### config.mk
export PLATFORM = sky130hd
export DESIGN_NAME = pll_reconfig_ctrl
export DESIGN_NICKNAME = d
export VERILOG_FILES = /design/src/rtl/pll_reconf_pkg.sv /design/src/rtl/pll_lock_monitor.sv /design/src/rtl/pll_reconfig_ctrl.sv
export SDC_FILE = /design/constraint.sdc
export NUM_CORES = 1
export LEC_CHECK = 0
export BUFFER_PORTS_ARGS = -buffer_cell sky130_fd_sc_hd__buf_2
export CAP_MARGIN = 5
export CORE_MARGIN = 5
export CORE_UTILIZATION = 30
export CTS_BUF_LIST = sky130_fd_sc_hd__clkbuf_8
export DETAILED_ROUTE_END_ITERATION = 7
export GPL_TIMING_DRIVEN = 0
export PLACE_DENSITY_LB_ADDON = 0.08
export SYNTH_ARGS = -nofsm -noshare
export SYNTH_HDL_FRONTEND = slang
export SYNTH_HIERARCHICAL = 1
export SYNTH_SLANG_ARGS = --single-unit
### constraint.sdc
create_clock -name mdclk -period 2.1 [get_ports mdclk]
set_clock_uncertainty 0.1 [all_clocks]
set_input_delay 0.105 -clock mdclk [delete_from_list [all_inputs] [get_ports mdclk]]
set_output_delay 0.105 -clock mdclk [all_outputs]
set_load 0.01 [all_outputs]
### src/rtl/pll_reconf_pkg.sv
// Shared types and constants for the PLL dynamic-reconfiguration sequencer.
package pll_reconf_pkg;

  // Sequencer states. RB_ADDR/READ/RB_WAIT are only reachable in readback builds.
  typedef enum logic [3:0] {
    ST_IDLE      = 4'd0,
    ST_RST       = 4'd1,
    ST_SET_ADDR  = 4'd2,
    ST_WRITE     = 4'd3,
    ST_RB_ADDR   = 4'd4,
    ST_READ      = 4'd5,
    ST_RB_WAIT   = 4'd6,
    ST_RELEASE   = 4'd7,
    ST_WAIT_LOCK = 4'd8,
    ST_DONE      = 4'd9,
    ST_ERR       = 4'd10
  } state_e;

  // Reconfiguration port opcodes.
  localparam logic [1:0] MDOPC_NOP     = 2'b00;
  localparam logic [1:0] MDOPC_WRITE   = 2'b01;
  localparam logic [1:0] MDOPC_READ    = 2'b10;
  localparam logic [1:0] MDOPC_SETADDR = 2'b11;

  // Index width for n entries, never narrower than one bit.
  function automatic int clog2_min1(input int n);
    return (n <= 2) ? 1 : $clog2(n);
  endfunction

endpackage

### src/rtl/pll_lock_monitor.sv
// Lock qualification: counts consecutive lock cycles and total cycles while enabled.
// locked_o fires on the cycle the stable count is reached; timeout_o on the cycle the
// budget expires. Both counters clear whenever en_i is low.
module pll_lock_monitor #(
  parameter int LOCK_STABLE  = 64,
  parameter int LOCK_TIMEOUT = 65535
) (
  input  logic clk_i,
  input  logic reset_i,
  input  logic en_i,
  input  logic lock_i,
  output logic locked_o,
  output logic timeout_o
);

  localparam int STB_W = $clog2(LOCK_STABLE + 1);
  localparam int TMO_W = $clog2(LOCK_TIMEOUT + 1);
  localparam logic [STB_W-1:0] STB_LAST = STB_W'(LOCK_STABLE - 1);
  localparam logic [TMO_W-1:0] TMO_LAST = TMO_W'(LOCK_TIMEOUT - 1);

  logic [STB_W-1:0] stb_q, stb_d;
  logic [TMO_W-1:0] tmo_q, tmo_d;

  // Next counts: stable count restarts on any lock drop, timeout count free-runs.
  always_comb begin
    stb_d = '0;
    tmo_d = '0;
    if (en_i) begin
      stb_d = lock_i ? (stb_q + 1'b1) : '0;
      tmo_d = tmo_q + 1'b1;
    end
  end

  // Counter registers.
  always_ff @(posedge clk_i) begin
    if (reset_i) begin
      stb_q <= '0;
      tmo_q <= '0;
    end else begin
      stb_q <= stb_d;
      tmo_q <= tmo_d;
    end
  end

  assign locked_o  = en_i & lock_i & (stb_q == STB_LAST);
  assign timeout_o = en_i & (tmo_q == TMO_LAST);

endmodule

### src/rtl/pll_reconfig_ctrl.sv
// PLL dynamic-reconfiguration sequencer: holds the PLL in reset, streams one divider
// profile from a writable table onto the mdopc/mdainc/mdwdi port, releases reset and
// qualifies lock. Optional readback verify is enabled by PLL_RECONF_READBACK_EN.
// Handshake: a request transfers on the cycle req_valid && req_ready; req_ready is high
// only in IDLE, so requests seen while busy are simply ignored (no queueing).
module pll_reconfig_ctrl
  import pll_reconf_pkg::*;
#(
  parameter int         NUM_PROFILES = 4,
  parameter int         NUM_REGS     = 8,
  parameter logic [7:0] BASE_ADDR    = 8'h00,
  parameter int         RST_CYCLES   = 16,
  parameter int         LOCK_STABLE  = 64,
  parameter int         LOCK_TIMEOUT = 65535,
  localparam int        PROF_W       = clog2_min1(NUM_PROFILES),
  localparam int        IDX_W        = clog2_min1(NUM_REGS)
) (
  input  logic              mdclk,
  input  logic              reset,
  input  logic              cfg_we,
  input  logic [PROF_W-1:0] cfg_prof,
  input  logic [IDX_W-1:0]  cfg_idx,
  input  logic [7:0]        cfg_data,
  input  logic              req_valid,
  input  logic [PROF_W-1:0] req_prof,
  output logic              req_ready,
  output logic              busy,
  output logic              done,
  output logic              err,
  output logic [PROF_W-1:0] cur_prof,
  output logic              pll_reset,
  input  logic              pll_lock,
  output logic [1:0]        mdopc,
  output logic              mdainc,
  output logic [7:0]        mdwdi,
  input  logic [7:0]        mdrdo,
  output logic [3:0]        dbg_state
);

  localparam int CNT_MAX = (RST_CYCLES > NUM_REGS) ? RST_CYCLES : NUM_REGS;
  localparam int CNT_W   = $clog2(CNT_MAX + 1);
  localparam logic [CNT_W-1:0]  RST_LAST = CNT_W'(RST_CYCLES - 1);
  localparam logic [CNT_W-1:0]  REG_LAST = CNT_W'(NUM_REGS - 1);
  localparam logic [PROF_W:0]   PROF_LIM = (PROF_W + 1)'(NUM_PROFILES);
  localparam logic [IDX_W:0]    IDX_LIM  = (IDX_W + 1)'(NUM_REGS);

  state_e            state_q, state_d;
  logic [CNT_W-1:0]  cnt_q;
  logic [PROF_W-1:0] prof_q;
  logic [PROF_W-1:0] cur_prof_q;
  logic [7:0]        tbl_q [NUM_PROFILES][NUM_REGS];
  logic [7:0]        wr_byte;
  logic              req_bad;
  logic              locked;
  logic              timeout;
  logic              rb_fail;

  assign req_bad = ({1'b0, req_prof} >= PROF_LIM);
  assign wr_byte = tbl_q[prof_q][cnt_q[IDX_W-1:0]];

  // Profile table: single write port, writes dropped while a sequence is running.
  always_ff @(posedge mdclk) begin
    if (cfg_we && !busy && ({1'b0, cfg_prof} < PROF_LIM) && ({1'b0, cfg_idx} < IDX_LIM))
      tbl_q[cfg_prof][cfg_idx] <= cfg_data;
  end

  pll_lock_monitor #(
    .LOCK_STABLE (LOCK_STABLE),
    .LOCK_TIMEOUT(LOCK_TIMEOUT)
  ) u_lock_mon (
    .clk_i    (mdclk),
    .reset_i  (reset),
    .en_i     (state_q == ST_WAIT_LOCK),
    .lock_i   (pll_lock),
    .locked_o (locked),
    .timeout_o(timeout)
  );

`ifdef PLL_RECONF_READBACK_EN
  // Readback data arrives one cycle after each READ, so compare against a delayed index.
  logic             chk_vld_q;
  logic [IDX_W-1:0] chk_idx_q;
  logic             mm_q;
  logic             mm_now;

  assign mm_now  = chk_vld_q && (mdrdo != tbl_q[prof_q][chk_idx_q]);
  assign rb_fail = mm_q | mm_now;

  // Readback compare pipeline and sticky mismatch flag (cleared at RB_ADDR).
  always_ff @(posedge mdclk) begin
    if (reset) begin
      chk_vld_q <= 1'b0;
      chk_idx_q <= '0;
      mm_q      <= 1'b0;
    end else begin
      chk_vld_q <= (state_q == ST_READ);
      chk_idx_q <= cnt_q[IDX_W-1:0];
      if (state_q == ST_RB_ADDR) mm_q <= 1'b0;
      else if (mm_now)           mm_q <= 1'b1;
    end
  end
`else
  logic unused_rdo;
  assign unused_rdo = ^mdrdo;
  assign rb_fail    = 1'b0;
`endif

  // State register.
  always_ff @(posedge mdclk) begin
    if (reset) state_q <= ST_IDLE;
    else       state_q <= state_d;
  end

  // Datapath: per-state cycle counter, latched profile, last applied profile.
  always_ff @(posedge mdclk) begin
    if (reset) begin
      cnt_q      <= '0;
      prof_q     <= '0;
      cur_prof_q <= '0;
    end else begin
      cnt_q <= (state_d != state_q) ? '0 : (cnt_q + 1'b1);
      if (state_q == ST_IDLE && req_valid) prof_q     <= req_prof;
      if (state_q == ST_DONE)              cur_prof_q <= prof_q;
    end
  end

  // Next-state logic.
  always_comb begin
    state_d = state_q;
    case (state_q)
      ST_IDLE:      if (req_valid) state_d = req_bad ? ST_ERR : ST_RST;
      ST_RST:       if (cnt_q == RST_LAST) state_d = ST_SET_ADDR;
      ST_SET_ADDR:  state_d = ST_WRITE;
`ifdef PLL_RECONF_READBACK_EN
      ST_WRITE:     if (cnt_q == REG_LAST) state_d = ST_RB_ADDR;
      ST_RB_ADDR:   state_d = ST_READ;
      ST_READ:      if (cnt_q == REG_LAST) state_d = ST_RB_WAIT;
      ST_RB_WAIT:   state_d = rb_fail ? ST_ERR : ST_RELEASE;
`else
      ST_WRITE:     if (cnt_q == REG_LAST) state_d = ST_RELEASE;
`endif
      ST_RELEASE:   state_d = ST_WAIT_LOCK;
      ST_WAIT_LOCK: begin
        // A stable lock on the final timeout cycle still counts as success.
        if (locked)       state_d = ST_DONE;
        else if (timeout) state_d = ST_ERR;
      end
      ST_DONE:      state_d = ST_IDLE;
      ST_ERR:       state_d = ST_IDLE;
      default:      state_d = ST_IDLE;
    endcase
  end

  // Output decode from current state.
  always_comb begin
    req_ready = 1'b0;
    busy      = 1'b1;
    done      = 1'b0;
    err       = 1'b0;
    pll_reset = 1'b0;
    mdopc     = MDOPC_NOP;
    mdainc    = 1'b0;
    mdwdi     = 8'h00;
    case (state_q)
      ST_IDLE: begin
        req_ready = 1'b1;
        busy      = 1'b0;
      end
      ST_RST:      pll_reset = 1'b1;
      ST_SET_ADDR, ST_RB_ADDR: begin
        pll_reset = 1'b1;
        mdopc     = MDOPC_SETADDR;
        mdwdi     = BASE_ADDR;
      end
      ST_WRITE: begin
        pll_reset = 1'b1;
        mdopc     = MDOPC_WRITE;
        mdainc    = 1'b1;
        mdwdi     = wr_byte;
      end
      ST_READ: begin
        pll_reset = 1'b1;
        mdopc     = MDOPC_READ;
        mdainc    = 1'b1;
      end
      ST_RB_WAIT:  pll_reset = 1'b1;
      ST_DONE:     done      = 1'b1;
      ST_ERR:      err       = 1'b1;
      default:     ;
    endcase
  end

  assign cur_prof  = cur_prof_q;
  assign dbg_state = state_q;

endmodule

==> run_results.csv <==
group,metric,value,unit
run_status,outcome,"finished with violations",
run_status,violations,"negative setup slack",
setup_path,critPathLaunchType,"flop",
setup_path,cp-endpoint,"mdwdi[7]",
clock_tree,root_buffer,"clkbuf_8",
global_route,met3_usage,0.03056,
route,num_vias,6532,
timing,layout_min_cycle_time,2.752,ns
setup_path,r2r_cells,7,
global_route,antenna_found_initial,0,
die,fp-row-count,72,
finish,area_growth,31.15,%
global_route,grt_pass1_wl,44060,µm
route,final_antenna_net_count,0,
global_route,busiest_layer,"met2",
clock_tree,clk_pin_slew,0.06,ns
setup_path,crit_path_end_kind,"primary output",
min_path,hold_class,"primary input to flop",
yosys,synth_area_leaders,"edfxtp_1 66%, mux4_2 12%, dfxtp_1 6.5%, nor2_1 2.3%, mux2i_1 2.0%",
min_path,hold_depth,5,
power,leakagePower,4.931,nW
clock_tree,clock_path_buffers,3,
clock_tree,cts_tree,"done",
flow_run,cap_violations,0,
global_route,grt_use_total,0.1359,
route,dr.pass1.iters,5,
die,die_w,207.2,µm
global_route,grt_max_degree,33,
yosys,syn_inst,652,
yosys,syn_nets,685,
route,post_drt_wl_per_cell,21.42,µm
setup_path,critical_path_peak_fanout,5,
placed_design,io_buffers,41,
finish,design_area,15300,µm²
yosys,synth_seq_cells,294,
global_route,met2_usage,0.2173,
yosys,avgSynthCellArea,17.89,µm²
yosys,synthArstFlopShare,0,
route,drcViolationCount,0,
global_route,grtUsageMet1,0.1894,
route,vias_per_cell,4.703,
timing,rsz0062_at_grt,"true",
placed_design,dpl_worst_slack,-0.7328,ns
power,total_power,11.93,mW
clock_tree,clk_latency,0.57,ns
finish,final_cell_mix,"256 x edfxtp_1, 64 x mux4_2, 52 x clkbuf_8",
clock_tree,htreeDepth,2,
setup_path,worstPathArrival,2.55,ns
yosys,ys_warn_count,6,
timing,hold_ws,0.1400,ns
global_route,gr-total-overflow,0,
yosys,synth-edff-count,256,
clock_tree,clock_sinks,294,
setup_path,worst_ep_required_time,1.89,ns
finish,final_common_cell,"edfxtp_1",
timing,fin_crit_sh,1.311,
die,die_h,207.2,µm
die,start_util,0.3025,
route,drt_iter0_markers,374,
yosys,yosysTopAreaCellShare,0.6591,
setup_path,path_class,"flop to primary output",
finish,drive_gt1_frac,0.3851,
die,fp.dieArea,42920,µm²
power,power_density,779.7,nW/µm²
route,wl,29750,µm
placed_design,place_area,12680,µm²
yosys,synthDistinctLibCells,51,
yosys,synth_area,11660,µm²
setup_path,reg2reg_slack,-0.34,ns
yosys,yosysTopAreaCell,"edfxtp_1",
timing,timing.final.max_slew_violations,0,
yosys,yosysSeqAreaShare,0.7243,
power,peakVddDrop,0.4165,mV
placed_design,dp_hpwl,18470,µm
timing,final.setup.worst_slack,-0.6522,ns
die,ios,50,
placed_design,gp_congestion,0.7589,
global_route,grt_pass1_vias,6898,
setup_path,rr_startpoint,"dbg_state[1]$_SDFF_PP0_",
timing,maxSlewHeadroom,0.2101,
finish,layout.nets,863,
finish,finalCoreUtilization,0.3967,
timing,hold_violations,0,
die,core,38560,µm²
setup_path,reg2reg_to,"tbl_q[3][27]$_DFFE_PP_",
yosys,synth_flop_cell,"edfxtp_1",
timing,worst_pin_slew,1.185,ns
timing,setup_violations,265,
timing,max_freq,363.3,MHz
clock_tree,cts_buffers,50,
[registers in the layout (all words and copies together), names as in the netlist, named ones only]
register / flops
dbg_state: 4
cnt_q: 5
u_lock_mon/tmo_q: 16
u_lock_mon/stb_q: 7
prof_q: 2
tbl_q: 256
cur_prof: 2
[cells by family (layout without fill, tap and decap cells)]
family	after synthesis	after routing	share of synthesized area
AOI/OAI and AO/OA	42	42	0.02478
xor gates and xnor gates	20	20	0.01502
adders and majority gates	5	5	0.005364
buffers and inverters	39	257	0.01502
DFF	294	294	0.7243
muxes	91	91	0.1472
other	0	1	0
and+or+nand+nor	161	161	0.06833
[layout make-up]
type	count	area, µm²
Sequential cell	294	8462
Tap cell	518	648.1
Inverter	9	50.05
Clock inverter	42	215.2
Clock buffer	50	688.2
Buffer	29	300.3
Multi-Input combinational cell	319	3500
Antenna cell	1	2.502
Fill cell	3569	23260
Timing Repair Buffer	127	1431
[metrics by stage]
stage | setup TNS [ns] | std cells
after global placement | -91.58 | 1211
after detailed placement | -97.78 | 1211
after CTS | -41.30 | 1378
final | -63.06 | 1389
after floorplan | -9.482 | 652
after global routing | -79.45 | 1388
[critical path, cell delays in order, from the launching register on]
cell and delay, ns:
dfxtp_4 0.39, buf_16 0.14, buf_12 0.13, mux4_2 0.54
mux2i_2 0.21, o211ai_1 0.19, and3_1 0.22, buf_2 0.14
[per-layer routing]
| metal | share of wire | up-vias | wire, µm |
|---|---|---|---|
| met5 | 0 | - | 0 |
| met4 | 0.018 | 0 | 535 |
| met3 | 0.042 | 38 | 1264 |
| met2 | 0.47 | 142 | 14080 |
| met1 | 0.47 | 3380 | 13870 |
| li1 | - | 2972 | - |
[power by group]
part	internal, mW	total, mW	switching [mW]	leakage [nW]
clock	2.36	4.64	2.28	0.558
sequential	6.39	6.40	0.0175	2.61
combinational	0.400	0.883	0.483	1.76
total	9.14	11.9	2.78	4.93
[Yosys cell counts, types with 7 or more instances]
cell type	count
edfxtp_1	256
nand3_1	12
xnor2_1	14
nor3_1	7
clkbuf_1	7
a22oi_1	8
nor2_1	70
a21oi_1	14
buf_2	9
buf_1	10
inv_1	8
mux2i_1	23
and3_1	8
nand2_1	23
dfxtp_1	38
mux4_2	64
[worst min-delay path by stage]
| stage | from | end |
|---|---|---|
| floorplan | cfg_data[0] | tbl_q[0][0]$_DFFE_PP_ |
| global placement | pll_lock | u_lock_mon/stb_q[1]$_SDFF_PP0_ |
| detailed placement | pll_lock | u_lock_mon/stb_q[1]$_SDFF_PP0_ |
| CTS | cfg_idx[0] | tbl_q[1][50]$_DFFE_PP_ |
| global route | cfg_idx[0] | tbl_q[2][50]$_DFFE_PP_ |
| finish | cfg_idx[0] | tbl_q[2][50]$_DFFE_PP_ |
[timing repair]
| action | 4_1_cts | 5_1_grt |
|---|---|---|
| pin swaps | 45 | 37 |
| endpoints found under the hold margin | 232 | 0 |
| cloned | 2 | 1 |
| hold buffers | 15 | 0 |
| resized for setup | 115 | 46 |
| endpoints found under the setup margin | 293 | 276 |
| setup buffers | 58 | 12 |
No activity file was read; power rests on OpenSTA's default activity.
